### src/rtl/adain_pkg.sv
// Shared types and constants for the AdaIN output stream block.
package adain_pkg;

  typedef enum logic {
    FR_IDLE   = 1'b0,
    FR_ACTIVE = 1'b1
  } frame_state_e;

  localparam int unsigned ADAIN_DATA_W = 16;

  // Leaky ReLU negative slope ~0.203 = 2^-3 + 2^-4 + 2^-6
  localparam int unsigned LRELU_SH_A = 3;
  localparam int unsigned LRELU_SH_B = 4;
  localparam int unsigned LRELU_SH_C = 6;

endpackage : adain_pkg

### src/rtl/adain_sync_fifo.sv
// Synchronous first-word fall-through FIFO; head entry is always visible on rdata.
module adain_sync_fifo #(
  parameter int unsigned WIDTH = 17,
  parameter int unsigned DEPTH = 16
) (
  input  logic                       clk,
  input  logic                       rst_n,
  input  logic                       wr,
  input  logic [WIDTH-1:0]           wdata,
  input  logic                       rd,
  output logic [WIDTH-1:0]           rdata,
  output logic [$clog2(DEPTH+1)-1:0] count,
  output logic                       full
);

  localparam int unsigned AW = $clog2(DEPTH);
  localparam int unsigned CW = $clog2(DEPTH+1);

  logic [WIDTH-1:0] mem [DEPTH];
  logic [AW-1:0]    wr_ptr;
  logic [AW-1:0]    rd_ptr;

  // Storage is not reset; the consumer qualifies the head with count != 0.
  always_ff @(posedge clk) begin
    if (wr) begin
      mem[wr_ptr] <= wdata;
    end
  end

  always_ff @(posedge clk or negedge rst_n) begin
    if (!rst_n) begin
      wr_ptr <= '0;
      rd_ptr <= '0;
      count  <= '0;
    end else begin
      if (wr) begin
        wr_ptr <= wr_ptr + AW'(1);
      end
      if (rd) begin
        rd_ptr <= rd_ptr + AW'(1);
      end
      case ({wr, rd})
        2'b10:   count <= count + CW'(1);
        2'b01:   count <= count - CW'(1);
        default: count <= count;
      endcase
    end
  end

  assign rdata = mem[rd_ptr];
  assign full  = (count == CW'(DEPTH));

endmodule : adain_sync_fifo

### src/rtl/adain_out_stream.sv
// AdaIN output stage: optional leaky ReLU, FIFO buffering, AXI4-Stream master with per-channel tlast.
// Optional feature: define ADAIN_OUT_LRELU_EN to enable the leaky ReLU on negative pixels.
module adain_out_stream
  import adain_pkg::*;
#(
  parameter int unsigned DATA_W     = ADAIN_DATA_W,
  parameter int unsigned N_MAX      = 128,
  parameter int unsigned FIFO_DEPTH = 16,
  parameter int unsigned AF_MARGIN  = 4
) (
  input  logic                         clk,
  input  logic                         rst_n,
  input  logic [$clog2(N_MAX+1)-1:0]   N,
  input  logic                         in_valid,
  input  logic [DATA_W-1:0]            in_data,
  output logic [DATA_W-1:0]            m_axis_tdata,
  output logic                         m_axis_tvalid,
  input  logic                         m_axis_tready,
  output logic                         m_axis_tlast,
  output logic                         stall,
  output logic                         overflow,
  input  logic                         clr_ovf,
  output logic                         busy
);

  localparam int unsigned NW       = $clog2(N_MAX+1);
  localparam int unsigned PW       = $clog2(N_MAX*N_MAX+1);
  localparam int unsigned CW       = $clog2(FIFO_DEPTH+1);
  localparam int unsigned EW       = DATA_W + 1;
  localparam int unsigned AF_LEVEL = FIFO_DEPTH - AF_MARGIN;

  frame_state_e      state_q, state_d;
  logic [PW-1:0]     pix_cnt_q, pix_cnt_d;
  logic [PW-1:0]     total_q, total_d;
  logic [NW-1:0]     n_eff_c;
  logic [PW-1:0]     total_new_c;
  logic              last_c;

  logic [DATA_W-1:0] pix_c;
  logic              fifo_wr_c;
  logic              fifo_rd_c;
  logic              drop_c;
  logic [CW-1:0]     fifo_count;
  logic              fifo_full;
  logic [EW-1:0]     fifo_head;
  logic [CW-1:0]     count_nxt_c;

  // Frame size seen by the first pixel of a frame; N==0 is treated as 1.
  always_comb begin
    n_eff_c     = (N == '0) ? NW'(1) : N;
    total_new_c = PW'(n_eff_c) * PW'(n_eff_c);
  end

  // Frame FSM: next state, pixel counter and last tag for the incoming pixel.
  always_comb begin
    state_d   = state_q;
    pix_cnt_d = pix_cnt_q;
    total_d   = total_q;
    last_c    = 1'b0;
    case (state_q)
      FR_IDLE: begin
        if (in_valid) begin
          total_d = total_new_c;
          if (total_new_c == PW'(1)) begin
            last_c    = 1'b1;
            pix_cnt_d = '0;
          end else begin
            state_d   = FR_ACTIVE;
            pix_cnt_d = PW'(1);
          end
        end
      end
      FR_ACTIVE: begin
        if (in_valid) begin
          if (pix_cnt_q == total_q - PW'(1)) begin
            last_c    = 1'b1;
            pix_cnt_d = '0;
            state_d   = FR_IDLE;
          end else begin
            pix_cnt_d = pix_cnt_q + PW'(1);
          end
        end
      end
      default: begin
        state_d   = FR_IDLE;
        pix_cnt_d = '0;
      end
    endcase
  end

  always_ff @(posedge clk or negedge rst_n) begin
    if (!rst_n) begin
      state_q   <= FR_IDLE;
      pix_cnt_q <= '0;
      total_q   <= PW'(1);
    end else begin
      state_q   <= state_d;
      pix_cnt_q <= pix_cnt_d;
      total_q   <= total_d;
    end
  end

`ifdef ADAIN_OUT_LRELU_EN
  logic signed [DATA_W-1:0] x_c;
  assign x_c = $signed(in_data);

  // Arithmetic shifts floor each term, so small negatives round away from zero.
  always_comb begin
    pix_c = in_data;
    if (x_c[DATA_W-1]) begin
      pix_c = DATA_W'((x_c >>> LRELU_SH_A) + (x_c >>> LRELU_SH_B) + (x_c >>> LRELU_SH_C));
    end
  end
`else
  assign pix_c = in_data;
`endif

  // A read frees the head slot, so a write is still accepted when full.
  always_comb begin
    fifo_rd_c = m_axis_tvalid & m_axis_tready;
    fifo_wr_c = in_valid & (~fifo_full | fifo_rd_c);
    drop_c    = in_valid & fifo_full & ~fifo_rd_c;
    case ({fifo_wr_c, fifo_rd_c})
      2'b10:   count_nxt_c = fifo_count + CW'(1);
      2'b01:   count_nxt_c = fifo_count - CW'(1);
      default: count_nxt_c = fifo_count;
    endcase
  end

  adain_sync_fifo #(
    .WIDTH (EW),
    .DEPTH (FIFO_DEPTH)
  ) u_fifo (
    .clk   (clk),
    .rst_n (rst_n),
    .wr    (fifo_wr_c),
    .wdata ({last_c, pix_c}),
    .rd    (fifo_rd_c),
    .rdata (fifo_head),
    .count (fifo_count),
    .full  (fifo_full)
  );

  // Almost-full and sticky overflow flags; a new drop wins over a clear.
  always_ff @(posedge clk or negedge rst_n) begin
    if (!rst_n) begin
      stall    <= 1'b0;
      overflow <= 1'b0;
    end else begin
      stall <= (count_nxt_c >= CW'(AF_LEVEL));
      if (drop_c) begin
        overflow <= 1'b1;
      end else if (clr_ovf) begin
        overflow <= 1'b0;
      end
    end
  end

  assign m_axis_tvalid = (fifo_count != '0);
  assign m_axis_tdata  = m_axis_tvalid ? fifo_head[DATA_W-1:0] : '0;
  assign m_axis_tlast  = m_axis_tvalid & fifo_head[DATA_W];
  assign busy          = (state_q == FR_ACTIVE) | m_axis_tvalid;

endmodule : adain_out_stream

### config.mk
export PLATFORM = sky130hd
export DESIGN_NAME = adain_out_stream
export DESIGN_NICKNAME = d
export VERILOG_FILES = /design/src/rtl/adain_pkg.sv /design/src/rtl/adain_sync_fifo.sv /design/src/rtl/adain_out_stream.sv
export SDC_FILE = /design/constraint.sdc
export NUM_CORES = 1
export LEC_CHECK = 0
export ABC_AREA = 1
export CORE_ASPECT_RATIO = 2
export CORE_UTILIZATION = 34
export DETAILED_ROUTE_END_ITERATION = 12
export PLACE_DENSITY = 0.52
export SLEW_MARGIN = 40
export SYNTH_ARGS = -nofsm -noshare
export SYNTH_HDL_FRONTEND = slang
export SYNTH_SLANG_ARGS = --single-unit
### constraint.sdc
create_clock -name clk -period 2.57 [get_ports clk]
set_input_delay 0.6425 -clock clk [delete_from_list [all_inputs] [get_ports clk]]
set_output_delay 0.6425 -clock clk [all_outputs]
set_load 0.05 [all_outputs]
# Word level (Yosys, flattened, before mapping)
# Memories as Yosys holds them, arrays and structs flattened.
# Cells that the tools add are included.
[classes]
bitwise = 10
multipliers = 1
reduce_logical = 5
eq_ne = 7
n_lt_le_gt_ge = 1
mux = 22
addsub = 6
[op_table]
columns = ["operator", "count"]
rows = [
  ["2-to-1 mux 15 bit", 3],
  ["case mux 15 bit (2 select lines)", 1],
  ["2-to-1 mux 16 bit", 1],
  ["adder 15 x 1 -> 15 bit, second input constant", 1],
  ["== test 15 x 1 -> 1 bit, second input constant", 1],
  ["== test 15 bit", 1],
  ["multiplier 8 x 8 -> 15 bit", 1],
  ["subtractor 15 x 1 -> 15 bit, second input constant", 1],
  ["2-to-1 mux 1 bit", 13],
  ["case mux 5 bit (2 select lines)", 1],
  ["adder 4 x 1 -> 4 bit, second input constant", 2],
  ["zero test 8 bit", 1],
  ["2-to-1 mux 8 bit", 1],
  ["adder 5 x 1 -> 5 bit, second input constant", 1],
  ["bitwise AND 1 bit", 5],
  ["== test 5 bit, second input constant", 1],
  ["greater-or-equal comparator 5 x 4 -> 1 bit, second input constant", 1],
  ["nonzero test 5 bit", 1],
  ["subtractor 5 x 1 -> 5 bit, second input constant", 1],
  ["!= test 2 bit, second input constant", 2],
  ["case mux 1 bit (2 select lines)", 2],
  ["AND reduction 2 bit", 2],
  ["inverter 1 bit", 3],
  ["== test 2 x 1 -> 1 bit, second input constant", 1],
  ["3 further kinds", 4],
]
[word_totals]
register_bits = 46
out_inout_bits = 21
mem_count = 1
inputBits = 29
ramBits = 272
elab_cells = 61
[mem_list]
columns = ["name", "depth", "width", "read_ports", "rd_clocked_by_memory_dff", "wr", "line_no", "text"]
rows = [
  ["u_fifo.mem", 16, 17, 1, 0, 1, "adain_sync_fifo.sv:19", "logic [WIDTH-1:0] mem [DEPTH];"],
]

# Logic depth before layout (Yosys ltp)
[depth]
word_depth = 7
depth_mapped = 27
depth_no_buf = 26

# Hierarchy
# Synthesis repeated with hierarchy kept, for this count alone.
[hier_totals]
hier_cells = 1603
area_unflattened_um2 = 16092.9
[modules_own_cells]
columns = ["module", "instances", "seq_area_each_um2", "cells_each", "area_each_um2"]
rows = [
  ["adain_sync_fifo", 1, 8493.1, 968, 11785.1],
  ["adain_out_stream", 1, 802.0, 635, 4307.9],
]

# Worst setup path after synthesis
# OpenSTA, ideal clock, no wires.
[synth_path]
path_kind = "in2reg"
startpoint = "in N[1]"
endpoint = "mem u_fifo.mem[0][16] (data pin)"
path_buffers = 1
required_time_ns = 2.240
path_slack_ns = -2.437
setup_time_ns = 0.330
arrival_time_ns = 4.677
cell_stages = 22
cell_sequence = "clkbuf_1 -> nor2_1 -> nand2_1 -> o21ai_2 -> nand2_1 -> fa_1 -> inv_1 -> fa_1 -> fa_1 -> inv_1 -> fa_1 -> inv_1 -> ha_1 -> a21oi_1 -> nor2_1 -> nor2_1 -> nand2_1 -> nand2_1 -> nand2_1 -> nor2_1 -> nand4_1 -> o21ai_0"
[synth_between]
elab_chain_len = 7
[synth_rtl]
columns = ["element", "line_no", "text"]
rows = [
  ["start: declaration", "adain_out_stream.sv:13", "input logic [$clog2(N_MAX+1)-1:0] N,"],
  ["zero test 8 bit", "adain_out_stream.sv:50", "n_eff_c = (N == '0) ? NW'(1) : N;"],
  ["2-to-1 mux 8 bit (*)", "adain_out_stream.sv:50", ""],
  ["multiplier 8 x 8 -> 15 bit (*)", "adain_out_stream.sv:51", "total_new_c = PW'(n_eff_c) * PW'(n_eff_c);"],
  ["== test 15 x 1 -> 1 bit (*)", "adain_out_stream.sv:64", "if (total_new_c == PW'(1)) begin"],
  ["2-to-1 mux 1 bit (*)", "adain_out_stream.sv:64", ""],
  ["2-to-1 mux 1 bit (*)", "adain_out_stream.sv:62", "if (in_valid) begin"],
  ["case mux 1 bit (2 select lines) (*)", "adain_out_stream.sv:60", "case (state_q)"],
  ["named net last_c", "adain_out_stream.sv:37", "logic last_c;"],
  ["end: declaration", "adain_sync_fifo.sv:19", ""],
]
# Mark *: on every way through the listed nets, which the timed path passes. The rest lies on a longest branch.

# Worst setup path in the final report
[layout_path]
startpoint = "in N[2]"
endpoint = "mem u_fifo.mem[5][16] (data pin)"
# Same word-level chain as after synthesis.

==> results.cfg <==
[hold_path]
hp-class = input port to async pin

[layout]
fillCellCount = 3921
final_nets = 1725
layout_common_cells = edfxtp_1 (272), nand2_1 (190), nor2_1 (137), inv_1 (109), buf_4 (96)
final_cells = 2211
diodes = 0
drive_gt1_share_pct = 34.6
final_core_util_pct = 47.9
final_common_cell = edfxtp_1
area_growth_pct = 38.3

[detailed_routing]
antenna_left = 0
routed_wl_um = 46800
remaining_drc_errors = 4
detail_route.wl_per_cell_um = 21.2
first_pass_iters = 9
vias = 11600
drt_iter0_drc = 693
via_per_inst = 5.23

[synthesis]
synth.distinct_cells = 38
netlist_top_cells_area = edfxtp_1 (53%), dfrtp_1 (7.2%), nand2_1 (5.4%)
synth_edf_count = 272
syn_area_mm2 = 0.0153
yosys_warnings = 0
avgSynthCellArea_um2 = 10.7
synth_top_area_share_pct = 53.2
ys_ff_latch = 317
postSynthCellCount = 1435
async_reset_ff_share_pct = 14.2
yosysTopAreaCell = edfxtp_1
ys_seq_area_share_pct = 60.6
synthFlopType = edfxtp_1

[global_routing]
grt_usage_pct = 20.4
grt_pass1_wl_um = 70200
globalRouteOverflowTotal = 0
grt_pass1_vias = 12100
grt_max_degree = 36
antenna_found_initial = 1

[clocking]
cts_made_buffers = 29
worstSkewPairLatency_ns = 0.58
htree_levels = 1
cts.clk_slew.worst_paths_ns = 0.07
clockBufferDepth = 3
cts_hold_buf = 0
numClockSinks = 317
root_buffer = clkbuf_16
cts_tree = built

[power]
power_frac_comb_pct = 58.0
clockPowerShare_pct = 16.5
power_w = 0.0266
seq_power_share_pct = 25.5
p_sw_w = 0.0109
p_leak_nw = 8.10
swShare_pct = 41.0
power.internal_w = 0.0157
cellPowerDensity_mw_per_mm2 = 1250
vdd_ir_drop_max_mv = 0.616

[sta]
max_slew_margin_pct = 59.9
fmax_ghz = 0.245
finalCritPeriodShare_pct = 159
fin_crit_ns = 4.07
setup_viol = 47
skew_ns = 0.0275
drv_slew = 0
setup_tns_ns = -44.33
worst_pin_slew_ns = 0.600
setup_ws_ns = -1.50
finalHoldViolCount = 0
rsz0062_at_grt = true

[floorplanning]
start_util_pct = 34.6
rows = 109
num_io_pins = 50
fp.dieW_um = 152
die_h_um = 302
die_area_mm2 = 0.0460
fp.coreArea_mm2 = 0.0443

[placed_design]
pre_cts_ws_ns = -2.52
dp_cells = 2084
gp_congestion = 0.870
place_hpwl_um = 28000
port_buffers = 49

[status]
violations = design-rule violations, negative setup slack
outcome = complete, but fails checks

[setup_path]
crit_start = N[2]
end_kind = flop
cp-start-kind = input port
crit_required_ns = 2.95
r2r_start = u_fifo.count[2]
crit_arrival_ns = 4.46
critPathKind = input port to flop
critPathMaxFanout = 8
regToRegSetupSlack_ns = 0.02

[run]
maxCapViolCount = 0
## cell type report
cell class | instances | area [um^2] | area share (%)
clock inverter | 16 | 178 | 0.837
multi-input combinational | 913 | 6540 | 30.8
timing repair inverter | 1 | 11.3 | 0.0531
timing repair buffer | 235 | 3190 | 15.0
inverter | 136 | 539 | 2.54
tap | 555 | 694 | 3.27
clock buffer | 38 | 769 | 3.63
sequential | 317 | 9300 | 43.8
## kinds of logic (layout without fill, tap and decap cells)
logic type / after synthesis / after routing / synth area share [%]
other: 1 / 2 / 0.0244
XOR/XNOR: 36 / 36 / 2.05
AND/OR/NAND/NOR: 547 / 547 / 15.4
AO/OA/AOI/OAI: 264 / 265 / 10.3
buffers and inverters: 207 / 426 / 5.24
flip-flops: 317 / 317 / 60.6
adder cells (fa/ha/maj): 63 / 63 / 6.41
## critical path: stages
cell and delay, ns:
buf_8 0.11, buf_6 0.12, nand2_4 0.07, inv_2 0.04
fa_1 0.54, fa_1 0.45, fa_1 0.56, inv_2 0.04
fa_1 0.51, inv_2 0.05, ha_4 0.31, nand2_4 0.08
nor2_2 0.11, nand2_1 0.11, nand4_1 0.13, nand2_1 0.07
nor2_2 0.14, nand4_1 0.13, buf_6 0.15, o21ai_4 0.10
## synth_stat cells (4+ instances only)
| cell type | number |
|---|---|
| a21oi_1 | 23 |
| buf_1 | 5 |
| buf_2 | 9 |
| clkbuf_1 | 54 |
| clkinv_1 | 4 |
| dfrtp_1 | 44 |
| edfxtp_1 | 272 |
| fa_1 | 26 |
| ha_1 | 37 |
| inv_1 | 130 |
| nand2_1 | 222 |
| nand2_2 | 6 |
| nand3_1 | 68 |
| nand3_2 | 12 |
| nand4_1 | 8 |
| nor2_1 | 204 |
| nor2_2 | 9 |
| nor2_4 | 6 |
| nor4_1 | 5 |
| o21ai_0 | 164 |
| o221ai_1 | 58 |
| o22ai_1 | 11 |
| xnor2_1 | 10 |
| xor2_1 | 26 |
## registers in the layout, summed over array words and instances, names as in the netlist
name	cells
u_fifo.count	5
u_fifo.mem	272
u_fifo.rd_ptr	4
overflow	1
stall	1
total_q	14
pix_cnt_q	15
u_fifo.wr_ptr	4
state_q	1
## metrics by stage
step	instance area (um^2)	hold WS (ns)
finish	21200	0.0617
global route	21200	0.102
global placement	17900	0.513
CTS	20600	0.0708
floorplan	15600	0.347
detailed placement	17900	0.511
## worst paths after layout
kind,cells past startpoint,end
min in group clk,2,overflow
worst min register to register,2,overflow
worst max register to register,16,stall
worst min-delay path,1,total_q[9]
max in group asynchronous,2,total_q[0]
worst max-delay path,20,u_fifo.mem[5][16]
## per-layer routing
layer	track usage (%)	wire length (um)	vias up
met5	0	12	-
met1	20.0	15900	5791
met4	8.70	2080	2
li1	-	-	5381
met3	1.89	1650	109
met2	42.5	27100	281
## timing repair
| action | CTS | global route |
|---|---|---|
| resized for setup | 284 | 184 |
| buffers inserted | 38 | 20 |
| pin swaps | 138 | 128 |
| cloned | 26 | 1 |
| setup endpoints to repair | 49 | 63 |
## power groups by stage
stage	clock network, W	registers [W]	logic [W]
finish	0.00438	0.00677	0.0154
global route	0.00462	0.00684	0.0164
CTS	0.00443	0.00676	0.0145
detailed placement	0	0.00683	0.0110
global placement	0	0.00681	0.0108
floorplan	0	0.00673	0.00633
Note: power is estimated with default switching activity, not from simulation.
